### src/rtl/div_seq_ctrl_pkg.sv
// rtl/div_seq_ctrl_pkg.sv - shared divider state encoding and result field constants
package div_seq_ctrl_pkg;

    localparam int DIV_DATA_W = 32;
    // Remainder occupies the upper half of div_result (HI), quotient the lower half (LO).
    localparam int REM_LSB = 32;

    typedef enum logic [1:0] {
        S_IDLE = 2'd0,
        S_ZERO = 2'd1,
        S_RUN  = 2'd2,
        S_DONE = 2'd3
    } div_state_t;

endpackage

### src/rtl/div_seq_ctrl_step.sv
// rtl/div_seq_ctrl_step.sv - one restoring-division iteration: shift in a dividend bit, trial subtract
module div_step #(
    parameter int DATA_W = 32
) (
    input  logic [DATA_W-1:0] rem,
    input  logic              dvd_bit,
    input  logic [DATA_W-1:0] divisor,
    output logic [DATA_W-1:0] rem_next,
    output logic              q_bit
);

    logic [DATA_W:0] shifted;
    logic [DATA_W:0] diff;

    // rem < divisor on entry, so the shifted value is below 2*divisor and one extra bit suffices.
    assign shifted  = {rem, dvd_bit};
    assign diff     = shifted - {1'b0, divisor};
    assign q_bit    = ~diff[DATA_W];
    assign rem_next = q_bit ? diff[DATA_W-1:0] : shifted[DATA_W-1:0];

endmodule

### src/rtl/div_seq_ctrl.sv
// rtl/div_seq_ctrl.sv - sequential radix-2 DIV/DIVU unit with start/ready handshake (option: DIV_FAST_SMALL_EN)
module div_seq_ctrl
    import div_seq_ctrl_pkg::*;
#(
    parameter int DATA_W = DIV_DATA_W,
    parameter int CNT_W  = 6
) (
    input  logic                clk,
    input  logic                resetn,
    input  logic                start_div,
    input  logic                signed_div,
    input  logic [DATA_W-1:0]   div_srca,
    input  logic [DATA_W-1:0]   div_srcb,
    input  logic                annul,
    input  logic                pipe_stall,
    output logic [2*DATA_W-1:0] div_result,
    output logic                div_ready,
    output logic                busy
);

    div_state_t          state;
    div_state_t          state_nxt;
    logic [DATA_W-1:0]   a_r;
    logic [DATA_W-1:0]   rem_r;
    logic [DATA_W-1:0]   dvd_r;
    logic [DATA_W-1:0]   dsr_r;
    logic                neg_q_r;
    logic                neg_r_r;
    logic                div0_r;
    logic [CNT_W-1:0]    cnt_r;
    logic [2*DATA_W-1:0] result_r;
    logic [2*DATA_W-1:0] result_nxt;
    logic                ready_r;
    logic                ready_nxt;
    logic                busy_r;
    logic                busy_nxt;
    logic [DATA_W-1:0]   abs_a;
    logic [DATA_W-1:0]   abs_b;
    logic [DATA_W-1:0]   step_rem;
    logic                step_q;
    logic [DATA_W-1:0]   quo_raw;
    logic [DATA_W-1:0]   quo_fix;
    logic [DATA_W-1:0]   rem_fix;
    logic                accept;
    logic                take_short;
    logic                last_iter;

    assign abs_a = (signed_div && div_srca[DATA_W-1]) ? ('0 - div_srca) : div_srca;
    assign abs_b = (signed_div && div_srcb[DATA_W-1]) ? ('0 - div_srcb) : div_srcb;

`ifdef DIV_FAST_SMALL_EN
    // A dividend smaller in magnitude than the divisor has q=0, r=dividend; skip the iterations.
    assign take_short = (div_srcb == '0) || (abs_a < abs_b);
`else
    assign take_short = (div_srcb == '0);
`endif

    assign accept    = (state == S_IDLE) && start_div && !annul;
    assign last_iter = (cnt_r == CNT_W'(DATA_W - 1));

    div_step #(.DATA_W(DATA_W)) u_step (
        .rem      (rem_r),
        .dvd_bit  (dvd_r[DATA_W-1]),
        .divisor  (dsr_r),
        .rem_next (step_rem),
        .q_bit    (step_q)
    );

    assign quo_raw = {dvd_r[DATA_W-2:0], step_q};
    assign quo_fix = neg_q_r ? ('0 - quo_raw) : quo_raw;
    assign rem_fix = neg_r_r ? ('0 - step_rem) : step_rem;

    always_ff @(posedge clk) begin
        if (!resetn) state <= S_IDLE;
        else         state <= state_nxt;
    end

    always_comb begin
        state_nxt = state;
        unique case (state)
            S_IDLE: if (accept) state_nxt = take_short ? S_ZERO : S_RUN;
            S_ZERO: state_nxt = S_DONE;
            S_RUN:  if (last_iter) state_nxt = S_DONE;
            S_DONE: if (!pipe_stall) state_nxt = S_IDLE;
        endcase
        if (annul) state_nxt = S_IDLE;
    end

    always_comb begin
        ready_nxt  = (state_nxt == S_DONE);
        busy_nxt   = (state_nxt != S_IDLE);
        result_nxt = result_r;
        if (!annul) begin
            if (state == S_ZERO)
                result_nxt = {a_r, div0_r ? {DATA_W{1'b1}} : {DATA_W{1'b0}}};
            else if (state == S_RUN && last_iter)
                result_nxt = {rem_fix, quo_fix};
        end
    end

    always_ff @(posedge clk) begin
        if (!resetn) begin
            a_r      <= '0;
            rem_r    <= '0;
            dvd_r    <= '0;
            dsr_r    <= '0;
            neg_q_r  <= 1'b0;
            neg_r_r  <= 1'b0;
            div0_r   <= 1'b0;
            cnt_r    <= '0;
            result_r <= '0;
            ready_r  <= 1'b0;
            busy_r   <= 1'b0;
        end else begin
            result_r <= result_nxt;
            ready_r  <= ready_nxt;
            busy_r   <= busy_nxt;
            if (accept) begin
                a_r     <= div_srca;
                rem_r   <= '0;
                dvd_r   <= abs_a;
                dsr_r   <= abs_b;
                neg_q_r <= signed_div && (div_srca[DATA_W-1] ^ div_srcb[DATA_W-1]);
                neg_r_r <= signed_div && div_srca[DATA_W-1];
                div0_r  <= (div_srcb == '0);
                cnt_r   <= '0;
            end else if (state == S_RUN && !annul) begin
                rem_r <= step_rem;
                dvd_r <= quo_raw;
                cnt_r <= cnt_r + 1'b1;
            end
        end
    end

    assign div_result = result_r;
    assign div_ready  = ready_r;
    assign busy       = busy_r;

endmodule

### config.mk
export PLATFORM = sky130hd
export DESIGN_NAME = div_seq_ctrl
export DESIGN_NICKNAME = d
export VERILOG_FILES = /design/src/rtl/div_seq_ctrl_pkg.sv /design/src/rtl/div_seq_ctrl_step.sv /design/src/rtl/div_seq_ctrl.sv
export SDC_FILE = /design/constraint.sdc
export NUM_CORES = 1
export LEC_CHECK = 0
export CAP_MARGIN = 20
export CORE_MARGIN = 10
export CORE_UTILIZATION = 30
export CTS_CLUSTER_DIAMETER = 200
export DETAILED_ROUTE_END_ITERATION = 16
export PLACE_DENSITY = 0.57
export SYNTH_ARGS = -nofsm -noshare
export SYNTH_HDL_FRONTEND = slang
export SYNTH_HIERARCHICAL = 1
export SYNTH_SLANG_ARGS = --single-unit
### constraint.sdc
create_clock -name clk -period 6.1 [get_ports clk]
set_input_delay 1.22 -clock clk [delete_from_list [all_inputs] [get_ports clk]]
set_output_delay 1.22 -clock clk [all_outputs]
set_load 0.005 [all_outputs]
# Word level (Yosys, flattened, before mapping)
# Cells that the tools add are included.
dict set report word_totals {
  regBits 205
  inputBits 70
  output_inout_bits 66
  elab_cells 58
}
dict set report op_classes {
  addsub 6
  eq_ne 5
  mux 16
  n_bitwise 4
  reduce_logical 15
}
# op count
set ops {}
lappend ops {{2-to-1 mux 32 bit} 8}
lappend ops {{2-to-1 mux 64 bit} 2}
lappend ops {{subtractor 1 x 32 -> 32 bit, first input constant} 4}
lappend ops {{subtractor 33 x 32 -> 33 bit} 1}
lappend ops {{zero test 32 bit} 1}
lappend ops {{2-to-1 mux 2 bit} 5}
lappend ops {{one-hot mux 2 bit (4 select lines)} 1}
lappend ops {{logical AND 1 bit} 7}
lappend ops {{adder 6 x 1 -> 6 bit, second input constant} 1}
lappend ops {{== test 2 bit, second input constant} 3}
lappend ops {{== test 6 x 5 -> 1 bit, second input constant} 1}
lappend ops {{nonzero test 2 bit} 3}
lappend ops {{inverter 1 bit} 3}
lappend ops {{== test 2 x 1 -> 1 bit, second input constant} 1}
lappend ops {{zero test 2 bit} 1}
lappend ops {{AND reduction 2 bit} 1}
lappend ops {{OR reduction 2 bit} 1}
lappend ops {{zero test 1 bit} 1}
lappend ops {{bitwise XOR 1 bit} 1}

# Logic depth before layout (Yosys ltp)
dict set report depth {
  depth_word 7
  ltp_mapped 22
  depth_no_buf 19
}

# Modules after synthesis
# The synthesis kept the hierarchy.
# module n_inst cells_each area_per_inst_um2 seq_area_each_um2
set by_module_without_submodules {}
lappend by_module_without_submodules {div_seq_ctrl 1 1380 10759.1 4103.9}
lappend by_module_without_submodules {div_step 1 305 2358.5 0.0}

# Worst setup path after synthesis
# Ideal clock, no wire load.
dict set report synth_timing {
  path_kind {flip-flop to flip-flop}
  startpoint {reg dvd_r[31]}
  endpoint {reg result_r[60] (netlist: div_result[60])}
  setup_ps 151
  arrival_time_ps 4940
  t_required_ps 5949
  setup_slack_ps 1009
  stages_incl_launch_ff 22
  n_path_buf 3
  synth_period_minus_slack_ps 5091
  cell_sequence {dfxtp_1 > inv_1 > ha_1 > fa_1 > and2b_1 > o2111ai_2 > a21oi_2 > o2111ai_1 > a211oi_2 > nor2_4 > mux2i_4 > and2_4 > buf_12 > inv_8 > buf_12 > mux2_4 > or4_4 > or4_1 > buf_2 > o41ai_1 > xor2_1 > a21oi_1}
}
dict set report synth_via {
  elab_chain_len 6
}
# element line
set synth_rtl {}
lappend synth_rtl {{start: declaration} div_seq_ctrl.sv:25} ;# logic [DATA_W-1:0] dvd_r;
lappend synth_rtl {{start signal: assignment} div_seq_ctrl.sv:121} ;# dvd_r <= abs_a;
lappend synth_rtl {{start signal: assignment} div_seq_ctrl.sv:129} ;# dvd_r <= quo_raw;
lappend synth_rtl {{subtractor 33 x 32 -> 33 bit} div_seq_ctrl_step.sv:17} ;# assign diff = shifted - {1'b0, divisor};
lappend synth_rtl {{2-to-1 mux 32 bit} div_seq_ctrl_step.sv:19} ;# assign rem_next = q_bit ? diff[DATA_W-1:0] : shifted[DATA_W-1:0];
lappend synth_rtl {{named net step_rem[8]} div_seq_ctrl.sv:39} ;# logic [DATA_W-1:0] step_rem;
lappend synth_rtl {{subtractor 1 x 32 -> 32 bit} div_seq_ctrl.sv:71} ;# assign rem_fix = neg_r_r ? ('0 - step_rem) : step_rem;
lappend synth_rtl {{2-to-1 mux 32 bit} div_seq_ctrl.sv:71}
lappend synth_rtl {{2-to-1 mux 64 bit} div_seq_ctrl.sv:96} ;# else if (state == S_RUN && last_iter)
lappend synth_rtl {{2-to-1 mux 64 bit} div_seq_ctrl.sv:94} ;# if (state == S_ZERO)
lappend synth_rtl {{end signal: assignment} div_seq_ctrl.sv:115} ;# result_r <= result_nxt;
lappend synth_rtl {{end: declaration} div_seq_ctrl.sv:31} ;# logic [2*DATA_W-1:0] result_r;
# The timed path passes the listed nets, and every way through them passes these cells. The select of a mux whose other input is x is not followed.
# A chain may end at the register's enable or synchronous reset.

# Worst setup path after layout
dict set report layout_timing {
  startpoint {reg dvd_r[31]}
  endpoint {reg result_r[49] (netlist: div_result[49])}
}
# Same word-level chain as after synthesis.

==> impl_metrics.py <==
metrics = {
    "timing": {
        "fmax_mhz": 179,
        "period_share_pct": 91.5,
        "rsz0062_at_grt": "no",
        "relSlewSlack_pct": 26.6,
        "hold_viol": 0,
        "fin_skew_ns": 0.0147,
        "worst_pin_slew_ns": 1.10,
        "setup_violations": 0,
        "slew_violations": 0,
        "setup_tns_ns": 0,
        "period_needed_ns": 5.58,
    },
    "clock_tree": {
        "cts-root-buf": "clkbuf_16",
        "post_cts_buffers": 0,
        "clock_path_buffers": 3,
        "cts_hold_buf": 0,
        "clk_pin_slew_ns": 0.06,
        "insertion_delay_ns": 0.55,
        "cts_tree": "yes",
        "cts_sinks": 205,
        "cts_max_level": 1,
        "cts_resized": 0,
        "cts_buffers": 26,
    },
    "logic_synthesis": {
        "ys_seq_area_share_pct": 31.3,
        "synth_cells": 1685,
        "ys_top_cells_by_area": "dfxtp_1, nand2_1, a21oi_1, xor2_1, xnor2_1",
        "synth.most_common_cell": "nand2_1",
        "synth-edff-count": 0,
        "synth.distinct_cells": 98,
        "syn_avg_cell_area_um2": 7.78,
        "yosys.area.top_type": "dfxtp_1",
        "synth_commonest_cells": "nand2_1, dfxtp_1, a21oi_1",
        "synth_fp_nets": 1793,
        "yosys_warnings": 6,
        "synth_top_cell_area_share_pct": 31.3,
        "yosys_most_used_dff": "dfxtp_1",
        "ys_ff_latch": 205,
        "netlist_area_mm2": 0.0131,
        "ys_async_sr_fraction_pct": 0,
    },
    "layout": {
        "finish.utilization_pct": 36.4,
        "fin_area_mm2": 0.0157,
        "drive_gt1_share_pct": 7.55,
        "syn2layout_area_growth_pct": 19.7,
        "final_nets": 1852,
        "fillers": 4577,
    },
    "grt": {
        "use_met1_pct": 22.8,
        "grt_use_total_pct": 16.5,
        "globalRoute.busiestLayer": "met2",
        "met3_usage_pct": 2.50,
        "grt_pass1_vias": 12300,
        "use_met2_pct": 26.6,
        "grt_pass1_wl_um": 71200,
        "antenna_found_initial": 0,
        "grt_overflow": 0,
        "grt_max_degree": 112,
    },
    "critical_path": {
        "r2r-end": "div_result[49]",
        "critPathKind": "register to register",
        "reg2reg_depth": 18,
        "cp-end-kind": "register",
        "rrSetupSlack_ns": 0.52,
        "cp-start-kind": "register",
        "worstPathRequired_ns": 6.52,
        "path_max_fanout": 28,
        "crit_arrival_ns": 6.00,
        "worstReg2RegStart": "dvd_r[31]",
    },
    "place": {
        "place_congestion": 0.891,
        "io_buffers": 135,
        "post_dp_cell_area_mm2": 0.0148,
        "hpwl_um": 33400,
    },
    "route": {
        "drt_iter0_drc": 1006,
        "drc": 0,
        "routed_via_density": 5.52,
        "drtPass1Iterations": 6,
        "vias": 13000,
        "routed_wl_um": 45500,
        "ant_nets": 0,
        "routedWlPerCell_um": 19.4,
    },
    "worst_hold_path": {
        "hold_path_depth": 2,
        "min_from": "div_result[33]",
        "hp-class": "register to register",
        "hold_end": "div_result[33]",
    },
    "job": {
        "maxCapViolations": 0,
    },
    "power": {
        "total_power_mw": 3.76,
        "p_leak_nw": 5.62,
        "powerDensity_mw_per_mm2": 240,
        "max-vdd-ir-drop_v": 0.000181,
    },
    "floorplanning": {
        "core_area_mm2": 0.0432,
        "initial_utilization_pct": 30.4,
        "fp.dieH_um": 229,
        "die_area_mm2": 0.0525,
        "die_w_um": 229,
        "ios": 136,
        "fp-row-count": 76,
    },
    "run_status": {
        "status": "completed",
    },
}
-- worst max-delay path: stages (launching register included) --
cell       delay, ns
dfxtp_1         0.35
inv_1           0.05
ha_1            0.22
fa_1            0.39
and2b_1         0.24
o2111ai_2       0.13
a21oi_2         0.25
o2111ai_1       0.21
a211oi_2        0.33
nor2_4          0.10
mux2i_4         0.20
and2_4          0.22
inv_8           0.25
mux2_2          0.44
or4_4           0.59
or4_1           0.79
mux2i_1         0.19
a2111oi_0       0.36
o21ai_0         0.14
-- how the worst max path moves through the flow --
| stage | startpoint | to | slack, ns | depth (start not counted) |
|---|---|---|---|---|
| after detailed placement | dvd_r[31] | div_result[60] | 0.54 | 18 |
| after global placement | dvd_r[31] | div_result[60] | 0.59 | 18 |
| after floorplan | dvd_r[31] | div_result[60] | 1.01 | 21 |
| after global routing | dvd_r[31] | div_result[49] | 0.17 | 18 |
| after CTS | dvd_r[31] | div_result[60] | 0.52 | 18 |
| final | dvd_r[31] | div_result[49] | 0.52 | 18 |
-- through the flow --
step	hold WS, ns	setup slack (ns)	std cells
2_1_floorplan	0.436	1.01	1685
3_3_place_gp	0.446	0.586	2300
3_5_place_dp	0.449	0.539	2300
4_1_cts	0.457	0.521	2346
5_1_grt	0.476	0.167	2347
6_report	0.455	0.518	2348
-- power breakdown --
part           internal [mW]  switching (mW)  leakage (nW)
combinational          0.279           0.442          3.52
sequential              1.39          0.0494          1.67
clock                  0.982           0.622         0.439
total                   2.65            1.11          5.62
-- kinds of logic after synthesis --
| kind of cell | after synthesis | share of synthesized area [%] |
|---|---|---|
| AOI/OAI and AO/OA | 515 | 25.3 |
| xor gates and xnor gates | 120 | 8.01 |
| adders and majority gates | 38 | 3.68 |
| buffers and inverters | 176 | 5.93 |
| DFF | 205 | 31.3 |
| muxes | 40 | 3.93 |
| and+or+nand+nor | 591 | 21.8 |
-- cell usage in the layout, fill, tap and decap left out, drive strengths merged, types with 8 or more instances in the layout --
master,Yosys,layout
nand2,262,262
dfxtp,205,205
a21oi,173,173
clkdlybuf4s50,1,134
nor2,101,101
o21ai,100,100
xor2,63,63
xnor2,57,57
inv,52,53
nand3,49,49
clkbuf,90,38
a31oi,37,37
ha,37,37
or4,27,27
a211oi,26,26
o31ai,25,25
mux2,25,25
nor3,24,24
nor4,24,24
o41ai,22,22
o211ai,21,21
or3,19,19
and3,19,19
buf,31,19
a21o,18,18
mux2i,15,15
nand4,13,13
a311oi,12,12
o221ai,11,11
o2111ai,11,11
o21a,9,9
or2,8,8
-- registers in the layout, indices dropped and copies added (netlist names) --
signal	flops
a_r	32
busy	1
cnt_r	6
div0_r	1
div_ready	1
div_result	64
dsr_r	32
dvd_r	32
neg_q_r	1
neg_r_r	1
rem_r	32
state	2
-- per-layer routing --
layer / routed length (um) / part of all wire (%)
met1: 21500 / 47
met2: 20600 / 45
met3: 2590 / 5.7
met4: 761 / 1.7
met5: 0 / 0
-- cell type report --
cell class                      count  area, um2  area share (%)
Clock buffer                       37        752            4.79
Antenna cell                        1       2.50          0.0159
Tap cell                          585        732            4.66
Inverter                           53        206            1.32
Sequential cell                   205       4100            26.1
Timing Repair Buffer              154       1500            9.55
Multi-Input combinational cell   1304       8270            52.7
Clock inverter                      9        135           0.861
Power figures use the tool's default switching activity.
